===== src/rtl/sync_fifo_pkg.sv =====
// -----------------------------------------------------------------------------
// sync_fifo_pkg
// Shared sizing helpers for the single-clock FIFO and its storage array.
//   fifo_depth()       : number of entries for a given address width
//   count_width()      : width of the occupancy counter (must hold 0..DEPTH)
//   thresholds_legal() : elaboration-time check of almost-full/almost-empty
// Optional feature macro used by the FIFO files: SYNC_FIFO_FWFT_EN
// -----------------------------------------------------------------------------
package sync_fifo_pkg;

    localparam int DEFAULT_ADDR_WIDTH = 4;
    localparam int DEFAULT_DEPTH      = 1 << DEFAULT_ADDR_WIDTH;

    function automatic int fifo_depth(input int addr_width);
        return 1 << addr_width;
    endfunction

    // One extra bit so that a completely full FIFO (count == DEPTH) is representable.
    function automatic int count_width(input int addr_width);
        return addr_width + 1;
    endfunction

    // Almost-full must be reachable and non-zero; almost-empty must leave the
    // full state distinguishable.
    function automatic bit thresholds_legal(input int addr_width,
                                            input int afull_thresh,
                                            input int aempty_thresh);
        int depth;
        depth = fifo_depth(addr_width);
        return (afull_thresh >= 1) && (afull_thresh <= depth) &&
               (aempty_thresh >= 0) && (aempty_thresh <= depth - 1);
    endfunction

endpackage


===== src/rtl/sync_fifo_ram.sv =====
// -----------------------------------------------------------------------------
// sync_fifo_ram
// Simple dual-port storage for sync_fifo: one clocked write port, one read port.
// Read port is registered (1-cycle latency, output reset to 0, holds value when
// re is low) by default; with SYNC_FIFO_FWFT_EN defined it is a combinational
// look-up of raddr so the head word is always presented.
// Ports:
//   clk, rst     : clock, asynchronous active-high reset (read register only)
//   we, waddr, wdata : write port
//   re, raddr    : read enable / address
//   rdata        : read data
// -----------------------------------------------------------------------------
module sync_fifo_ram
    import sync_fifo_pkg::*;
#(
    parameter int ADDR_WIDTH = 4,
    parameter int DATA_WIDTH = 32
) (
    input  logic                  clk,
    input  logic                  rst,
    input  logic                  we,
    input  logic [ADDR_WIDTH-1:0] waddr,
    input  logic [DATA_WIDTH-1:0] wdata,
    input  logic                  re,
    input  logic [ADDR_WIDTH-1:0] raddr,
    output logic [DATA_WIDTH-1:0] rdata
);

    localparam int DEPTH = fifo_depth(ADDR_WIDTH);

    // Contents are deliberately not reset so the array maps onto block RAM.
    logic [DATA_WIDTH-1:0] mem [DEPTH];

    always_ff @(posedge clk) begin
        if (we) begin
            mem[waddr] <= wdata;
        end
    end

`ifdef SYNC_FIFO_FWFT_EN
    assign rdata = mem[raddr];

    // The read register does not exist in this mode.
    logic unused_rd_ctrl;
    assign unused_rd_ctrl = rst ^ re;
`else
    logic [DATA_WIDTH-1:0] rdata_q;
    logic [DATA_WIDTH-1:0] rdata_d;

    always_comb begin
        rdata_d = rdata_q;
        if (re) begin
            rdata_d = mem[raddr];
        end
    end

    always_ff @(posedge clk or posedge rst) begin
        if (rst) begin
            rdata_q <= '0;
        end else begin
            rdata_q <= rdata_d;
        end
    end

    assign rdata = rdata_q;
`endif

endmodule


===== src/rtl/sync_fifo.sv =====
// -----------------------------------------------------------------------------
// sync_fifo
// Single-clock parametrised FIFO with occupancy count, programmable
// almost-full / almost-empty thresholds and overflow/underflow error pulses.
// Default: registered read (rdata/rvalid one cycle after an accepted rinc).
// Define SYNC_FIFO_FWFT_EN for first-word-fall-through (head word always shown,
// rvalid = !rempty, rinc pops it).
// Ports:
//   clk, rst          : clock, asynchronous active-high reset
//   winc, wdata       : write request / data
//   wfull             : count == DEPTH
//   walmost_full      : count >= AFULL_THRESH
//   rinc              : read request (pop)
//   rdata, rvalid     : read data and its qualifier
//   rempty            : count == 0
//   ralmost_empty     : count <= AEMPTY_THRESH
//   count             : occupancy 0..DEPTH
//   overflow/underflow: one-cycle pulse after a rejected winc/rinc
// -----------------------------------------------------------------------------
module sync_fifo
    import sync_fifo_pkg::*;
#(
    parameter int ADDR_WIDTH    = 4,
    parameter int DATA_WIDTH    = 32,
    parameter int AFULL_THRESH  = 12,
    parameter int AEMPTY_THRESH = 4
) (
    input  logic                  clk,
    input  logic                  rst,
    input  logic                  winc,
    input  logic [DATA_WIDTH-1:0] wdata,
    output logic                  wfull,
    output logic                  walmost_full,
    input  logic                  rinc,
    output logic [DATA_WIDTH-1:0] rdata,
    output logic                  rvalid,
    output logic                  rempty,
    output logic                  ralmost_empty,
    output logic [ADDR_WIDTH:0]   count,
    output logic                  overflow,
    output logic                  underflow
);

    localparam int DEPTH = fifo_depth(ADDR_WIDTH);
    localparam int CW    = count_width(ADDR_WIDTH);

    localparam logic [CW-1:0] DEPTH_C  = CW'(DEPTH);
    localparam logic [CW-1:0] AFULL_C  = CW'(AFULL_THRESH);
    localparam logic [CW-1:0] AEMPTY_C = CW'(AEMPTY_THRESH);

    if (!thresholds_legal(ADDR_WIDTH, AFULL_THRESH, AEMPTY_THRESH)) begin : g_bad_params
        $error("sync_fifo: AFULL_THRESH/AEMPTY_THRESH out of range");
    end

    logic [ADDR_WIDTH-1:0] wptr_q, wptr_d;
    logic [ADDR_WIDTH-1:0] rptr_q, rptr_d;
    logic [CW-1:0]         count_q, count_d;
    logic                  wfull_q, wfull_d;
    logic                  walmost_full_q, walmost_full_d;
    logic                  rempty_q, rempty_d;
    logic                  ralmost_empty_q, ralmost_empty_d;
    logic                  overflow_q, overflow_d;
    logic                  underflow_q, underflow_d;
    logic                  wacc;
    logic                  racc;

    // Accept decisions use the registered flags, so a full FIFO with winc and
    // rinc together still rejects the write (and an empty one the read).
    assign wacc = winc && !wfull_q;
    assign racc = rinc && !rempty_q;

    always_comb begin
        wptr_d = wptr_q;
        rptr_d = rptr_q;
        if (wacc) begin
            wptr_d = wptr_q + 1'b1;   // wraps modulo DEPTH by width
        end
        if (racc) begin
            rptr_d = rptr_q + 1'b1;
        end

        count_d = count_q + CW'(wacc) - CW'(racc);

        // Flags come from the next count so they line up with count itself.
        wfull_d         = (count_d == DEPTH_C);
        walmost_full_d  = (count_d >= AFULL_C);
        rempty_d        = (count_d == '0);
        ralmost_empty_d = (count_d <= AEMPTY_C);

        overflow_d  = winc && wfull_q;
        underflow_d = rinc && rempty_q;
    end

    always_ff @(posedge clk or posedge rst) begin
        if (rst) begin
            wptr_q          <= '0;
            rptr_q          <= '0;
            count_q         <= '0;
            wfull_q         <= 1'b0;
            walmost_full_q  <= 1'b0;
            rempty_q        <= 1'b1;
            ralmost_empty_q <= 1'b1;
            overflow_q      <= 1'b0;
            underflow_q     <= 1'b0;
        end else begin
            wptr_q          <= wptr_d;
            rptr_q          <= rptr_d;
            count_q         <= count_d;
            wfull_q         <= wfull_d;
            walmost_full_q  <= walmost_full_d;
            rempty_q        <= rempty_d;
            ralmost_empty_q <= ralmost_empty_d;
            overflow_q      <= overflow_d;
            underflow_q     <= underflow_d;
        end
    end

    // Storage. A read of the slot written on the previous edge sees the new
    // data; a same-edge read and write of one slot needs count 0 or DEPTH,
    // where one of the two is always rejected.
    sync_fifo_ram #(
        .ADDR_WIDTH (ADDR_WIDTH),
        .DATA_WIDTH (DATA_WIDTH)
    ) u_ram (
        .clk   (clk),
        .rst   (rst),
        .we    (wacc),
        .waddr (wptr_q),
        .wdata (wdata),
        .re    (racc),
        .raddr (rptr_q),
        .rdata (rdata)
    );

`ifdef SYNC_FIFO_FWFT_EN
    assign rvalid = !rempty_q;
`else
    logic rvalid_q, rvalid_d;

    always_comb begin
        rvalid_d = racc;
    end

    always_ff @(posedge clk or posedge rst) begin
        if (rst) begin
            rvalid_q <= 1'b0;
        end else begin
            rvalid_q <= rvalid_d;
        end
    end

    assign rvalid = rvalid_q;
`endif

    assign wfull         = wfull_q;
    assign walmost_full  = walmost_full_q;
    assign rempty        = rempty_q;
    assign ralmost_empty = ralmost_empty_q;
    assign count         = count_q;
    assign overflow      = overflow_q;
    assign underflow     = underflow_q;

endmodule


===== config.mk =====
export PLATFORM = sky130hd
export DESIGN_NAME = sync_fifo
export DESIGN_NICKNAME = d
export VERILOG_FILES = /design/src/rtl/sync_fifo_pkg.sv /design/src/rtl/sync_fifo_ram.sv /design/src/rtl/sync_fifo.sv
export SDC_FILE = /design/constraint.sdc
export NUM_CORES = 1
export LEC_CHECK = 0
export ABC_CLOCK_PERIOD_IN_PS = 3050
export BUFFER_PORTS_ARGS = -buffer_cell sky130_fd_sc_hd__buf_2
export CAP_MARGIN = 20
export CORE_ASPECT_RATIO = 1.4
export CORE_UTILIZATION = 25
export DETAILED_ROUTE_END_ITERATION = 7
export HOLD_SLACK_MARGIN = 0.12
export PLACE_DENSITY = 0.46
export REMOVE_ABC_BUFFERS = 1
export SYNTH_ARGS = -nofsm -noshare
export SYNTH_HDL_FRONTEND = slang
export SYNTH_SLANG_ARGS = --single-unit
export TNS_END_PERCENT = 50

===== constraint.sdc =====
create_clock -name clk -period 3.05 [get_ports clk]
set_input_delay 0.915 -clock clk [delete_from_list [all_inputs] [get_ports clk]]
set_output_delay 0.915 -clock clk [all_outputs]
set_load 0.005 [all_outputs]

# == After elaboration in Yosys (flattened, before gate mapping) ==
# Memory sizes are Yosys's and may differ from the RTL's. A register that Yosys moved wholly into a read port is not among the register bits.
# Cells that the tools add are included.
# word_totals
regBits,20
ram_bits,512
in_bits,36
output_inout_bits,44
n_memories,1
# mem_list
name,depth,word_bits,read_ports,rd_clocked_by_memory_dff,write_ports,line,rtl
u_ram.mem,16,32,1,1,1,sync_fifo_ram.sv:32,logic [DATA_WIDTH-1:0] mem [DEPTH];
# op_classes
add_sub_neg,4
order_cmp,2
eq_ne,1
n_mux,2
reduce_logical,7
# ops
operator,n
$add 4x1->4 const B,2
$add 5x1->5,1
$eq 5x5->1 const B,1
$ge 5x4->1 const B,1
$le 5x3->1 const B,1
$logic_not 5->1,1
$sub 5x1->5,1
$logic_and 1x1->1,4
$logic_not 1->1,2
$mux 1,2

# == Longest topological paths before layout ==
# logic_depth
depth_word,5
ltp_mapped,13

# == Modules after synthesis ==
# Synthesis repeated with hierarchy kept, for this count alone.
# unflattened
hier_cells,950
hier_area_um2,21632.0
# by_module_without_submodules
module,instances,cells_each,area_per_inst_um2,seq_area_each_um2
sync_fifo_ram,1,877,20724.9,16175.5
sync_fifo,1,73,907.1,503.0

# == Worst setup path before layout ==
# Ideal clock, no wire load.
# synth_path
path_kind,input port to flip-flop
from,in rinc
to,reg wfull_q (netlist: wfull)
setup_time_ns,0.101
t_arrival_ns,2.930
setup_slack_ns,0.020
cell_stages,13
n_path_buf,2
path_cell_list,nand2b_1 > buf_2 > inv_2 > buf_2 > ha_1 > inv_1 > ha_1 > inv_1 > fa_1 > nor2b_1 > o21ai_1 > and3_1 > nor4_1
# synth_via
elab_chain_len,3
# synth_lines
item,line,rtl
"start, declared",sync_fifo.sv:34,"input logic rinc,"
$logic_and 1x1->1,sync_fifo.sv:70,assign racc = rinc && !rempty_q;
net racc,sync_fifo.sv:65,logic racc;
$sub 5x1->5,sync_fifo.sv:82,count_d = count_q + CW'(wacc) - CW'(racc);
$eq 5x5->1,sync_fifo.sv:85,wfull_d = (count_d == DEPTH_C);
net wfull_d,sync_fifo.sv:58,"logic wfull_q, wfull_d;"
"end signal, assigned",sync_fifo.sv:109,wfull_q <= wfull_d;
"end, declared",sync_fifo.sv:58,
# The timed path passes the listed nets, and every way through them passes these cells.
# A chain may end at the register's enable or synchronous reset.

# == Final worst setup path ==
# layout_path
from,reg rempty_q (netlist: rempty)
to,reg wfull_q (netlist: wfull)
# layout_via
elab_chain_len,4
# layout_lines
item,line,rtl
"start, declared",sync_fifo.sv:60,"logic rempty_q, rempty_d;"
"start signal, assigned",sync_fifo.sv:111,rempty_q <= rempty_d;
$logic_not 1->1,sync_fifo.sv:70,
$logic_and 1x1->1,sync_fifo.sv:70,
$sub 5x1->5,sync_fifo.sv:82,
$eq 5x5->1,sync_fifo.sv:85,
net wfull_d,sync_fifo.sv:58,
# The timed path passes the listed nets, and every way through them passes these cells.

==> metrics.txt <==
# rows=128; XOR/XNOR Fraction of Synth Area=0.360%; post-CTS setup buffers=0; H-tree levels=2; Max-slew headroom=33.6%; Top FF cell, synth=edfxtp_1; final setup margin=0.547 ns; outcome=completed; mux cell area share after synthesis=12.2%; CP max FO=4; Worst-Margin Slew=0.995 ns; Antenna diodes=0; synthesized instance count=1,218; largest cells by area after synthesis=edfxtp_1, mux2i_1, dfrtp_1; final WL=54,900 um; Synth Warn #=0; Max Freq=about 400 MHz; post-route insts no fill=between 2,000 and 3,000; Net count, final=1,384; CTS tree=done; Fin. Hold Viols=0; Setup-failing EPs final=0; # DRC=0; Clock Latency Late Sink=0.61 ns; Simple-Gate Fraction of Synth Area=4.21%; initial antenna violation count=6; RSZ-0062 raised after global routing=false; Comb power frac=28.4%; synth unique cells=44; GPL Wtd Cong=roughly 0.72; syn avg cell area=18.0 sq um; Synth area leader=edfxtp_1; layout cell share with drive strength beyond 1=19.4%; Pwr Total=roughly 24,000 uW; WS Path Type=flop to flop; routed wire length per instance=21.5 um; Pwr Density=917 nW/um^2; P_sw=7520 uW; max-slew violation count=0; core area=87,000 sq um; Routed Antenna Nets=0; fin crit share=82.1%; Die Area=approximately 90,000 sq um; via density per instance=4.34; area share of fa/ha/maj cells after synthesis=0.662%; clock sinks=564; Synth Register Bits=between 500 and 600; placed cell count=between 2,000 and 2,500; Initial Util=25.2%; vias in the first global route=~12,000; Sw Ratio=a little under a third; sequential area share after synthesis=76.1%; chip width=252 um; pin count of the biggest net entering global routing=57; DP Worst Slack=0.0237 ns; clk slew on worst S/H paths=0.06 ns; skew final=0.0123 ns; Overflow after GRT=0; DPL Wire Length=roughly 31,000 um; Req. time, crit path=3.56 ns; CP startpoint kind=flop; Async SR Flop Fraction=9.22%; peak supply drop=just under 0.0007 V; DRT Pass-1 Iters=5; I/O Buffers=around 80; Flop pwr share=42.6%; Mapped Area=21,900 sq um; top cell type's share of synthesized area=between 70% and 80%; Worst Path Arrival=3.01 ns; Iteration-0 DRC Markers=662; main combinational cell family by area after synthesis=multiplexers; clock buffer count from CTS=between 50 and 60; leakage=0.00879 uW; Setup crit end kind=flop; final cell utilization of the core=29.6%; total number of vias=around 11,000; Total GRT Usage=approximately an eighth; Int Pwr=~16,000 uW; cts hold-fix bufs=0; clock network fraction of total power=between 20% and 30%; first-pass GRT wire length=81,100 um; Hold Path Class=input port to async pin; CTS max path bufs=3; clock root cell=clkbuf_16; number of enable flip-flop cells after synthesis=512; P&R area growth vs syn=17.4%; Synth Area in Compound Gates=about 3.9%; Ports=80; min Tclk post-route=between 2 and 3 ns; Die Y=around 350 um; max-cap violations=0; cts repair resizes=0
Yosys cell counts (2+ instances only):
| cell type | count |
|---|---|
| nand2_1 | 85 |
| xnor2_1 | 7 |
| clkbuf_1 | 8 |
| mux2i_1 | 188 |
| a22oi_1 | 30 |
| o21ai_0 | 14 |
| xor2_1 | 2 |
| dfrtp_1 | 50 |
| nand4_1 | 32 |
| nor2b_1 | 3 |
| clkbuf_2 | 2 |
| inv_1 | 13 |
| o22ai_1 | 34 |
| o31ai_1 | 17 |
| nor4_1 | 3 |
| a21oi_1 | 17 |
| edfxtp_1 | 512 |
| dfstp_2 | 2 |
| buf_12 | 7 |
| ha_1 | 10 |
| mux4_1 | 5 |
| nand2b_1 | 4 |
| mux4_2 | 29 |
| and3_1 | 2 |
| o21ai_1 | 22 |
| nor2_1 | 22 |
| buf_2 | 28 |
| buf_6 | 6 |
| buf_4 | 15 |
| and2_1 | 20 |
| nand3_1 | 15 |
| nor3b_1 | 2 |
stage by stage:
step                hold slack, ns  TNS, ns  area [sq um]
CTS                          0.336        0         25700
floorplan                    0.479  -108.75         21400
detailed placement           0.484        0         23900
finish                       0.359        0         25700
global placement             0.487        0         23900
global route                 0.374        0         25700
worst max-delay path, cell delays in order (launching register included):
cell,delay (ns)
dfstp_2,0.54
nand2b_2,0.13
inv_2,0.04
ha_1,0.27
inv_1,0.06
ha_1,0.16
inv_1,0.06
fa_1,0.42
nor2b_1,0.14
o21ai_1,0.11
and3_1,0.22
nor4_1,0.26
cells by family (layout without fill, tap and decap cells):
kind of cell             after synthesis  in the layout
multiplexers                         222            222
flip-flops                           564            564
adder cells (fa/ha/maj)               11             11
buffers and inverters                 82            246
XOR/XNOR                               9              9
AO/OA/AOI/OAI                        137            137
AND/OR/NAND/NOR                      193            193
area by class of cell:
class / count / area (sq um)
Clock inverter: 25 / 265
Sequential cell: 564 / 16700
Clock buffer: 76 / 1530
Tap cell: 1170 / 1460
Fill cell: 8583 / 61200
Inverter: 14 / 53.8
Timing Repair Buffer: 131 / 1050
Multi-Input combinational cell: 572 / 4700
registers in the layout, indices dropped and copies added, names as in the netlist, 4 cells and up:
name,count
count,5
rptr_q,4
u_ram.mem,512
u_ram.rdata,32
wptr_q,4
cells in the final DEF (no fill, tap or decap), types with 3 or more instances in the layout:
| cell type | n |
|---|---|
| buf_2 | 79 |
| inv_1 | 12 |
| nand4_1 | 32 |
| clkbuf_8 | 10 |
| edfxtp_1 | 512 |
| mux4_2 | 29 |
| clkbuf_16 | 54 |
| o22ai_1 | 34 |
| bufinv_16 | 5 |
| mux2i_1 | 188 |
| and2_2 | 16 |
| o31ai_1 | 17 |
| clkinv_1 | 8 |
| buf_4 | 31 |
| dfrtp_1 | 48 |
| nand2_1 | 85 |
| ha_1 | 10 |
| clkinv_2 | 8 |
| mux4_1 | 5 |
| clkbuf_1 | 12 |
| a22oi_1 | 30 |
| o21ai_0 | 14 |
| xnor2_1 | 7 |
| nand3_1 | 15 |
| nand2b_1 | 3 |
| nor2_1 | 21 |
| and2_1 | 4 |
| nor4_1 | 3 |
| a21oi_1 | 17 |
| buf_12 | 21 |
| inv_6 | 3 |
| o21ai_1 | 22 |
per-layer routing:
metal  part of all wire [%]  GRT usage (%)  up-vias
met3                    3.9           2.21       92
met2                     52           22.1      203
met5                   0.12              0        -
li1                       -              -     5029
met1                     42           15.2     5733
met4                    2.2           3.64       10
worst paths after layout:
path                                  from         endpoint  slack [ns]  cells after the start
max                                 rempty            wfull        0.55                     11
min                                    rst         count[4]        0.36                      2
max reg2reg                         rempty            wfull        0.55                     11
min reg2reg                u_ram.rdata[18]  u_ram.rdata[18]        0.49                      2
max in group asynchronous              rst  u_ram.rdata[11]        1.95                      3
min in group clk           u_ram.rdata[18]  u_ram.rdata[18]        0.49                      2
power groups by stage:
stage | combinational (uW) | sequential (uW) | clock [uW]
after global routing | 7360 | 10200 | 7300
after CTS | 6910 | 10100 | 7040
after global placement | 6850 | 10200 | 0
after detailed placement | 6890 | 10300 | 0
after floorplan | 3720 | 10500 | 0
final | 6710 | 10100 | 6830
(Power assumes the default switching activity.)
